$ cat config.mk
export PLATFORM = sky130hd
export DESIGN_NAME = fb_access_arbiter_flat
export DESIGN_NICKNAME = d
export VERILOG_FILES = /design/src/rtl/fb_pkg.sv /design/src/rtl/fb_access_arbiter_if.sv /design/src/rtl/fb_wr_fifo.sv /design/src/rtl/fb_access_arbiter.sv /design/src/flat_wrapper.sv
export SDC_FILE = /design/constraint.sdc
export NUM_CORES = 1
export LEC_CHECK = 0
export ABC_AREA = 1
export CORE_MARGIN = 5
export CORE_UTILIZATION = 51
export CTS_CLUSTER_DIAMETER = 80
export DETAILED_ROUTE_END_ITERATION = 12
export GPL_ROUTABILITY_DRIVEN = 1
export PLACE_DENSITY = 0.79
export SYNTH_ARGS = -nofsm -noshare
export SYNTH_HDL_FRONTEND = slang
export SYNTH_SLANG_ARGS = --single-unit
$ cat constraint.sdc
create_clock -name clk -period 2.96 [get_ports clk]
set_input_delay 0.592 -clock clk [delete_from_list [all_inputs] [get_ports clk]]
set_output_delay 0.592 -clock clk [all_outputs]
set_load 0.01 [all_outputs]
$ cat src/rtl/fb_pkg.sv
// -----------------------------------------------------------------------------
// fb_pkg
//   Shared constants and types for the 320x240x8 framebuffer access path.
//   Geometry, bus widths, write-queue entry layout and the arbiter FSM
//   state encoding live here so the interface, FIFO and arbiter agree.
//   Optional feature macro used by the arbiter: FB_CLEAR_EN.
// -----------------------------------------------------------------------------
package fb_pkg;

  localparam int FB_W          = 320;
  localparam int FB_H          = 240;
  localparam int FB_PIXELS     = FB_W * FB_H;   // 76800
  localparam int ADDR_W        = 17;
  localparam int DATA_W        = 8;
  localparam int WR_FIFO_DEPTH = 4;

  typedef logic [ADDR_W-1:0] addr_t;
  typedef logic [DATA_W-1:0] data_t;

  // One queued pixel write.
  typedef struct packed {
    addr_t addr;
    data_t data;
  } wr_req_t;

  typedef enum logic [1:0] {
    IDLE     = 2'd0,
    CLR_WAIT = 2'd1,
    CLEAR    = 2'd2
  } fb_state_e;

  // True when the address maps onto a real pixel.
  function automatic logic addr_in_range(input addr_t a);
    return 32'(a) < FB_PIXELS;
  endfunction

endpackage

$ cat src/rtl/fb_access_arbiter_if.sv
// -----------------------------------------------------------------------------
// fb_access_arbiter_if
//   Bundles the display-read, pixel-write, clear-control and BRAM port
//   signals of the framebuffer arbiter.
//   Modports:
//     slave  - the arbiter's view (consumes requests, drives the BRAM port)
//     master - the surrounding system's view (display, drawing logic, BRAM)
// -----------------------------------------------------------------------------
interface fb_access_arbiter_if;
  import fb_pkg::*;

  // display scan-out read
  logic  disp_req;
  addr_t disp_addr;
  data_t disp_data;
  logic  disp_valid;
  // pixel writer
  logic  wr_valid;
  logic  wr_ready;
  addr_t wr_addr;
  data_t wr_data;
  logic  wr_oob;
  // clear engine control
  logic  clr_start;
  data_t clr_color;
  logic  clr_busy;
  // single BRAM port
  addr_t mem_addr;
  logic  mem_we;
  data_t mem_wdata;
  data_t mem_rdata;

  modport slave (
    input  disp_req, disp_addr, wr_valid, wr_addr, wr_data,
           clr_start, clr_color, mem_rdata,
    output disp_data, disp_valid, wr_ready, wr_oob, clr_busy,
           mem_addr, mem_we, mem_wdata
  );

  modport master (
    output disp_req, disp_addr, wr_valid, wr_addr, wr_data,
           clr_start, clr_color, mem_rdata,
    input  disp_data, disp_valid, wr_ready, wr_oob, clr_busy,
           mem_addr, mem_we, mem_wdata
  );

endinterface

$ cat src/rtl/fb_wr_fifo.sv
// -----------------------------------------------------------------------------
// fb_wr_fifo
//   Synchronous FIFO of {addr,data} pixel writes.
//   Ports:
//     clk, rst    clock, synchronous active-high reset (empties the queue)
//     push, din   enqueue din (caller guarantees !full)
//     pop, head   dequeue; head is the current oldest entry
//     full, empty occupancy flags
//   DEPTH must be a power of two >= 2.
// -----------------------------------------------------------------------------
module fb_wr_fifo
  import fb_pkg::*;
#(
  parameter int DEPTH = WR_FIFO_DEPTH
) (
  input  logic    clk,
  input  logic    rst,
  input  logic    push,
  input  wr_req_t din,
  input  logic    pop,
  output wr_req_t head,
  output logic    full,
  output logic    empty
);

  localparam int PTR_W = $clog2(DEPTH);

  // Pointers carry one extra wrap bit to tell full from empty.
  logic [PTR_W:0] wr_ptr, rd_ptr;
  wr_req_t        mem [DEPTH];

  always_ff @(posedge clk) begin
    // NOTE: registers are updated with non-blocking assignments so every
    // flop samples pre-edge values regardless of statement order.
    if (rst) begin
      wr_ptr <= '0;
      rd_ptr <= '0;
    end else begin
      if (push) wr_ptr <= wr_ptr + (PTR_W+1)'(1);
      if (pop)  rd_ptr <= rd_ptr + (PTR_W+1)'(1);
    end
  end

  // NOTE: storage is not reset; validity is tracked by the pointers alone,
  // which keeps the array mappable to plain RAM/LUT storage.
  always_ff @(posedge clk) begin
    if (push) mem[wr_ptr[PTR_W-1:0]] <= din;
  end

  assign head  = mem[rd_ptr[PTR_W-1:0]];
  assign empty = (wr_ptr == rd_ptr);
  assign full  = (wr_ptr[PTR_W] != rd_ptr[PTR_W]) &&
                 (wr_ptr[PTR_W-1:0] == rd_ptr[PTR_W-1:0]);

endmodule

$ cat src/rtl/fb_access_arbiter.sv
// -----------------------------------------------------------------------------
// fb_access_arbiter
//   Owns the single port of the 320x240x8 framebuffer BRAM. Display reads
//   always win the port; pixel writes wait in a small FIFO and drain on
//   cycles the display leaves idle. Writes to addresses past the last pixel
//   are consumed without touching memory and flagged on wr_oob.
//   Optional full-screen clear engine enabled by the macro FB_CLEAR_EN.
//   Ports:
//     clk    pixel clock
//     rst    synchronous active-high reset
//     bus    fb_access_arbiter_if.slave: disp_* read port, wr_* write port,
//            clr_* clear control, mem_* BRAM port (1-cycle read latency)
// -----------------------------------------------------------------------------
module fb_access_arbiter
  import fb_pkg::*;
#(
  parameter int WR_FIFO_DEPTH = fb_pkg::WR_FIFO_DEPTH
) (
  input  logic                clk,
  input  logic                rst,
  fb_access_arbiter_if.slave  bus
);

  fb_state_e state_q, state_d;
  wr_req_t   head;
  logic      fifo_full, fifo_empty;
  logic      push, pop, wr_ready;
  logic      rd_pend_q, disp_valid_q;
  data_t     disp_data_q;
  addr_t     mem_addr;
  logic      mem_we;
  data_t     mem_wdata;
  logic      wr_oob;

  // New writes are refused while a clear is pending so none slip in between.
  assign wr_ready = !rst && !fifo_full && (state_q == IDLE);
  assign push     = bus.wr_valid && wr_ready;

  fb_wr_fifo #(.DEPTH(WR_FIFO_DEPTH)) u_wr_fifo (
    .clk   (clk),
    .rst   (rst),
    .push  (push),
    .din   ('{addr: bus.wr_addr, data: bus.wr_data}),
    .pop   (pop),
    .head  (head),
    .full  (fifo_full),
    .empty (fifo_empty)
  );

`ifdef FB_CLEAR_EN
  localparam addr_t CLR_LAST = ADDR_W'(FB_PIXELS - 1);
  addr_t clr_cnt_q;
  data_t clr_color_q;
  logic  clr_wr;
`endif

  // Port select: display read > clear write > FIFO head.
  always_comb begin
    // NOTE: every signal driven here gets a default first, so no path
    // leaves one unassigned and no latch is inferred.
    state_d   = state_q;
    pop       = 1'b0;
    mem_addr  = '0;
    mem_we    = 1'b0;
    mem_wdata = '0;
    wr_oob    = 1'b0;
`ifdef FB_CLEAR_EN
    clr_wr    = 1'b0;
`endif
    if (!rst) begin
      if (bus.disp_req) begin
        mem_addr = bus.disp_addr;
`ifdef FB_CLEAR_EN
      end else if (state_q == CLEAR) begin
        mem_addr  = clr_cnt_q;
        mem_we    = 1'b1;
        mem_wdata = clr_color_q;
        clr_wr    = 1'b1;
`endif
      end else if (!fifo_empty) begin
        // Out-of-range entries are still popped so the queue keeps moving.
        pop       = 1'b1;
        mem_addr  = head.addr;
        mem_wdata = head.data;
        mem_we    = addr_in_range(head.addr);
        wr_oob    = !addr_in_range(head.addr);
      end
    end

`ifdef FB_CLEAR_EN
    unique case (state_q)
      IDLE:     if (bus.clr_start) state_d = CLR_WAIT;
      CLR_WAIT: if (fifo_empty)    state_d = CLEAR;
      CLEAR:    if (clr_wr && clr_cnt_q == CLR_LAST) state_d = IDLE;
      default:  state_d = IDLE;
    endcase
`endif
  end

  always_ff @(posedge clk) begin
    if (rst) begin
      state_q      <= IDLE;
      rd_pend_q    <= 1'b0;
      disp_valid_q <= 1'b0;
      disp_data_q  <= '0;
    end else begin
      state_q      <= state_d;
      // BRAM data arrives one cycle after the address; register it once more.
      rd_pend_q    <= bus.disp_req;
      disp_valid_q <= rd_pend_q;
      if (rd_pend_q) disp_data_q <= bus.mem_rdata;
    end
  end

`ifdef FB_CLEAR_EN
  always_ff @(posedge clk) begin
    if (rst) begin
      clr_cnt_q   <= '0;
      clr_color_q <= '0;
    end else begin
      if (state_q == IDLE && bus.clr_start) clr_color_q <= bus.clr_color;
      // The counter only moves on cycles the clear actually owned the port.
      if (clr_wr) clr_cnt_q <= (clr_cnt_q == CLR_LAST) ? '0 : clr_cnt_q + ADDR_W'(1);
    end
  end

  assign bus.clr_busy = (state_q != IDLE);
`else
  logic unused_clr;
  assign unused_clr   = ^{bus.clr_start, bus.clr_color};
  assign bus.clr_busy = 1'b0;
`endif

  assign bus.disp_data  = disp_data_q;
  assign bus.disp_valid = disp_valid_q;
  assign bus.wr_ready   = wr_ready;
  assign bus.wr_oob     = wr_oob;
  assign bus.mem_addr   = mem_addr;
  assign bus.mem_we     = mem_we;
  assign bus.mem_wdata  = mem_wdata;

endmodule

$ cat src/flat_wrapper.sv
// flat-port wrapper written by rule: the top's interface ports become plain ports
module fb_access_arbiter_flat import fb_pkg::*;
#(
  parameter int WR_FIFO_DEPTH = fb_pkg::WR_FIFO_DEPTH
)
  (clk, rst, bus_disp_req, bus_disp_addr, bus_wr_valid, bus_wr_addr, bus_wr_data, bus_clr_start, bus_clr_color, bus_mem_rdata, bus_disp_data, bus_disp_valid, bus_wr_ready, bus_wr_oob, bus_clr_busy, bus_mem_addr, bus_mem_we, bus_mem_wdata);
  fb_access_arbiter_if bus_i ();
  input  logic clk;
  input  logic rst;
  input wire logic [$bits(bus_i.disp_req)-1:0] bus_disp_req;
  input wire logic [$bits(bus_i.disp_addr)-1:0] bus_disp_addr;
  input wire logic [$bits(bus_i.wr_valid)-1:0] bus_wr_valid;
  input wire logic [$bits(bus_i.wr_addr)-1:0] bus_wr_addr;
  input wire logic [$bits(bus_i.wr_data)-1:0] bus_wr_data;
  input wire logic [$bits(bus_i.clr_start)-1:0] bus_clr_start;
  input wire logic [$bits(bus_i.clr_color)-1:0] bus_clr_color;
  input wire logic [$bits(bus_i.mem_rdata)-1:0] bus_mem_rdata;
  output wire logic [$bits(bus_i.disp_data)-1:0] bus_disp_data;
  output wire logic [$bits(bus_i.disp_valid)-1:0] bus_disp_valid;
  output wire logic [$bits(bus_i.wr_ready)-1:0] bus_wr_ready;
  output wire logic [$bits(bus_i.wr_oob)-1:0] bus_wr_oob;
  output wire logic [$bits(bus_i.clr_busy)-1:0] bus_clr_busy;
  output wire logic [$bits(bus_i.mem_addr)-1:0] bus_mem_addr;
  output wire logic [$bits(bus_i.mem_we)-1:0] bus_mem_we;
  output wire logic [$bits(bus_i.mem_wdata)-1:0] bus_mem_wdata;
  assign bus_i.disp_req = bus_disp_req;
  assign bus_i.disp_addr = bus_disp_addr;
  assign bus_i.wr_valid = bus_wr_valid;
  assign bus_i.wr_addr = bus_wr_addr;
  assign bus_i.wr_data = bus_wr_data;
  assign bus_i.clr_start = bus_clr_start;
  assign bus_i.clr_color = bus_clr_color;
  assign bus_i.mem_rdata = bus_mem_rdata;
  assign bus_disp_data = bus_i.disp_data;
  assign bus_disp_valid = bus_i.disp_valid;
  assign bus_wr_ready = bus_i.wr_ready;
  assign bus_wr_oob = bus_i.wr_oob;
  assign bus_clr_busy = bus_i.clr_busy;
  assign bus_mem_addr = bus_i.mem_addr;
  assign bus_mem_we = bus_i.mem_we;
  assign bus_mem_wdata = bus_i.mem_wdata;
  fb_access_arbiter #(.WR_FIFO_DEPTH(WR_FIFO_DEPTH)) u_core (.clk(clk), .rst(rst), .bus(bus_i));
endmodule
; ---- Word-level counts from Yosys, hierarchy flattened
; Memories as Yosys holds them, arrays and structs flattened. A register that Yosys moved wholly into a read port is not among the register bits.
; Index checks and enable logic that the tools add are counted.
[totals]
reg_bits = 16
ram_bits = 100
input_bits = 63
output_inout_bits = 38
word_cells = 37
memories = 1
[mem_list]
columns = name, depth, width, rd, rd_ports_with_merged_regs, wr, line
row1 = u_core.u_wr_fifo.mem, 4, 25, 1, 1, 1, fb_wr_fifo.sv:30  ; wr_req_t mem [DEPTH];
[classes]
add_sub_neg = 2
magnitude_cmp = 1
eq_ne = 3
muxes = 19
reduce_logical = 6
[ops]
columns = op, count
row1 = $mux 17, 3
row2 = $mux 8, 3
row3 = $lt 17x17->1 const B, 1
row4 = $mux 1, 11
row5 = $add 3x1->3 const B, 2
row6 = $mux 2, 2
row7 = $eq 3x3->1, 1
row8 = $logic_and 1x1->1, 3
row9 = $logic_not 1->1, 3
row10 = $eq 2x2->1, 1
row11 = $ne 1x1->1, 1

; ---- Logic depth before layout (Yosys ltp)
[logic_depth]
word_depth = 7
ltp_mapped = 12

; ---- Cells and area by module
; Synthesis repeated with hierarchy kept, for this count alone.
[hier_totals]
hier_cells = 470
hier_area_um2 = 5139.9
[by_module_without_submodules]
columns = module, n_inst, cells_each, area_per_inst_um2
row1 = fb_wr_fifo, 1, 345, 4449.3
row2 = fb_access_arbiter, 1, 125, 690.7

; ---- Worst setup path after synthesis
; Ideal clock, no wire load.
[synth_path]
path_type = input port to flip-flop
from = input rst
to = memory u_core.u_wr_fifo.mem[0][0] in the netlist's numbering, enable pin
setup_ns = 0.407
arrival_time_ns = 2.148
t_required_ns = 2.553
path_slack_ns = 0.405
path_stages = 4
n_path_buf = 1
path_cell_list = clkbuf_1 -> inv_1 -> nand3_2 -> nor2_1
[synth_between]
elab_chain_len = 5
[synth_lines]
columns = item, line
row1 = from (decl), flat_wrapper.sv:9  ; input logic rst;
row2 = $logic_not 1->1, n/a
row3 = $logic_and 1x1->1, fb_access_arbiter.sv:36  ; assign wr_ready = !rst && !fifo_full && (state_q == IDLE);
row4 = $logic_and 1x1->1, fb_access_arbiter.sv:37  ; assign push = bus.wr_valid && wr_ready;
row5 = $mux 1, fb_wr_fifo.sv:47  ; if (push) mem[wr_ptr[PTR_W-1:0]] <= din;
row6 = $mux 1 (not written as such), fb_wr_fifo.sv:47
row7 = to (decl), fb_wr_fifo.sv:30
; Every way passes these cells.

==> results.yml <==
status:
  status: "completed"
timing:
  drv_slew: 0
  period_needed_ns: 2.86
  finalSetupTns_ns: 0
  finalHoldViolCount: 0
  fmax_mhz: 349
  fin_skew_ns: 0.00863
  min_period_over_period_pct: 96.7
  setup_violations: 0
  grt_setup_unrepaired: "false"
clock_tree:
  clk_latency_ns: 0.51
  root_buffer: "clkbuf_8"
  cts_buffers: 17
  clock_sinks: 118
  holdBufCountCts: 0
  cts_tree: "built"
  htreeDepth: 4
  clock_path_buffers: 2
  clk_pin_slew_ns: 0.06
  post-cts-setup-buffer-count: 0
cells_and_area:
  design_area_mm2: 0.00673
  final_cells: 702
  fin_util_pct: 69.5
  drive_gt1_share_pct: 17.4
  area_delta_synth_final_pct: 34.7
  antenna_cells: 0
  nets: 624
die:
  dieArea_mm2: 0.0119
  num_rows: 36
  io_pins: 101
  start_util_pct: 51.6
  core_area_mm2: 0.00968
  die_w_um: 109
  die_y_um: 109
pwr:
  p_per_area_mw_per_mm2: 648
  leakagePower_nw: 2.58
  ir_drop_v: 0.000533
route:
  avgViaCountPerCell: 5.17
  num_vias: 3627
  first_iter_violations: 204
  avgRoutedWirePerCell_um: 16.6
  ant_nets: 0
  routed_wl_um: 11600
  dr.pass1.iters: 4
  drc_errors: 0
grt:
  grt_pass1_wl_um: 18400
  grt_max_degree: 37
  grt_overflow: 0
  grt_pass1_vias: 3741
  grt_use_total_pct: 21.0
  antenna_found_initial: 0
setup_path:
  cp_max_fo: 13
  max_stage_delay_ns: 0.55
  worstSetupPathType: "reg -> out"
  endpoint_kind: "output pin"
  required_ns: 2.37
  startpoint_type: "flip-flop"
  path_cells: "inv_4, buf_4, o21ai_0, o22a_1, o21ai_2, clkdlybuf4s50_1"
  arrival_ns: 2.27
  critPathSlowestCell: "clkdlybuf4s50_1"
synth:
  syn_area_mm2: 0.00500
  synth_cell_type_count: 28
  yosysSeqAreaShare_pct: 67.3
  syn_nets: 516
  yosysWarnings: 0
  synth-seq-cells: 118
  syn_inst: 448
  synth_top_area_share_pct: 60.1
  synth_area_leader_cell: "edfxtp_1"
  avgSynthCellArea_um2: 11.2
  synth_area_leaders: "edfxtp_1, dfxtp_1, nand2_1, nor2_1, o21ai_0"
hold_path:
  hold_path.class: "reg -> reg"
place:
  io_buffers: 90
  gp_congestion: 0.752
  dp_cells: 670
  dp_hpwl_um: 7260
  place_area_mm2: 0.00609
flow_run:
  maxCapViolations: 0
[critical path: cells and delay by family, from the launching register on]
family / cells / cell delay (ns)
AOI/OAI and AO/OA: 3 / 0.47
buffers and inverters: 3 / 0.93
DFF: 1 / 0.35
[path summary, 6_finish.rpt]
check,startpoint,endpoint,slack [ns],cells past startpoint
max,flip-flop,bus_mem_addr[4],0.1,6
min,u_core.u_wr_fifo.wr_ptr[2],u_core.u_wr_fifo.wr_ptr[2],0.51,2
max reg2reg,u_core.u_wr_fifo.wr_ptr[0],u_core.u_wr_fifo.mem[1][9],1.35,5
min reg2reg,u_core.u_wr_fifo.wr_ptr[2],u_core.u_wr_fifo.wr_ptr[2],0.51,2
[metal layers]
metal | wire (um) | GRT usage, % | share of wire [%] | up-vias
met3 | 1000 | 7.87 | 8.6 | 16
met5 | 0 | 0 | 0 | -
li1 | - | - | - | 1742
met2 | 6090 | 36.5 | 52 | 159
met1 | 4400 | 23.8 | 38 | 1710
met4 | 158 | 6.67 | 1.4 | 0
[logic make-up after synthesis]
logic type,Yosys count,synth area share [%]
buffers and inverters,53,5.36
and+or+nand+nor,190,15.4
xor gates and xnor gates,5,0.876
other,1,0.0750
AOI/OAI and AO/OA,76,9.71
adders and majority gates,5,1.25
DFF,118,67.3
[report_power, final]
group / total (mW) / switching, mW / internal, mW
logic: 0.613 / 0.341 / 0.272
registers: 1.89 / 0.0305 / 1.86
clock network: 1.86 / 0.745 / 1.11
[flip-flops by register name (all words and copies together) (netlist names), named ones only]
register / cells
u_core.u_wr_fifo.mem: 100
u_core.bus.disp_data: 8
u_core.u_wr_fifo.rd_ptr: 3
u_core.u_wr_fifo.wr_ptr: 3
u_core.bus.disp_valid: 1
u_core.rd_pend_q: 1
[repair_timing]
| action | in CTS | in global routing |
|---|---|---|
| gates cloned | 0 | 0 |
| pin swaps | 0 | 1 |
| endpoints found under the setup margin | 27 | 27 |
| gates resized for setup | 11 | 19 |
[cell type report]
cell class / count / area [um2]
flip-flops and latches: 118 / 3380
fillers: 674 / 2950
multi-input cells: 277 / 1410
repair buffers: 111 / 1110
clock buffers: 18 / 418
well taps: 133 / 166
inverters: 31 / 134
clock inverters: 14 / 128
[layout by cell type, fill, tap and decap left out, types with 2 or more instances in the layout]
cell	Yosys	routed
clkinv_4	0	4
nand3_1	16	16
o22a_1	7	7
clkdlybuf4s50_1	0	87
clkinvlp_4	0	4
buf_12	0	2
o21ai_2	11	11
nand2_2	4	3
clkinv_2	1	3
xor2_1	2	2
dfxtp_2	0	7
xnor2_2	0	2
inv_2	3	2
buf_6	4	2
edfxtp_1	100	100
a21oi_2	9	9
nor2_1	80	76
a21oi_1	2	2
o22ai_1	3	3
o21ai_0	44	44
buf_4	7	16
clkbuf_16	0	16
inv_1	25	25
dlymetal6s2s_1	0	3
nor2_2	1	5
nand2_1	83	83
inv_6	0	2
ha_1	5	5
dfxtp_1	18	10
inv_4	1	2
nand3_2	3	3
nand4_1	3	3
[metrics by stage]
stage | power, mW | hold slack [ns] | setup slack (ns)
4_1_cts | 4.36 | 0.512 | -0.0128
2_1_floorplan | 2.25 | 0.487 | 0.405
3_5_place_dp | 2.50 | 0.488 | 0.0360
3_3_place_gp | 2.48 | 0.475 | 0.0498
5_1_grt | 4.53 | 0.542 | 0.0114
6_report | 4.36 | 0.505 | 0.0982
[synthesized netlist by cell type]
cell type and count:
o22a_1 7, o22ai_1 3, xor2_1 2, dfxtp_1 18
ha_1 5, clkinv_2 1, a21oi_1 2, buf_4 7
nor2_1 80, inv_2 3, clkinv_1 1, xnor2_1 3
o21ai_2 11, conb_1 1, nand4_1 3, inv_4 1
nand3_1 16, o21ai_0 44, nand2_2 4, inv_1 25
buf_6 4, buf_2 7, nand2_1 83, nand3_2 3
a21oi_2 9, nor2_2 1, clkbuf_1 4, edfxtp_1 100
Note: power is estimated with default switching activity, not from simulation.
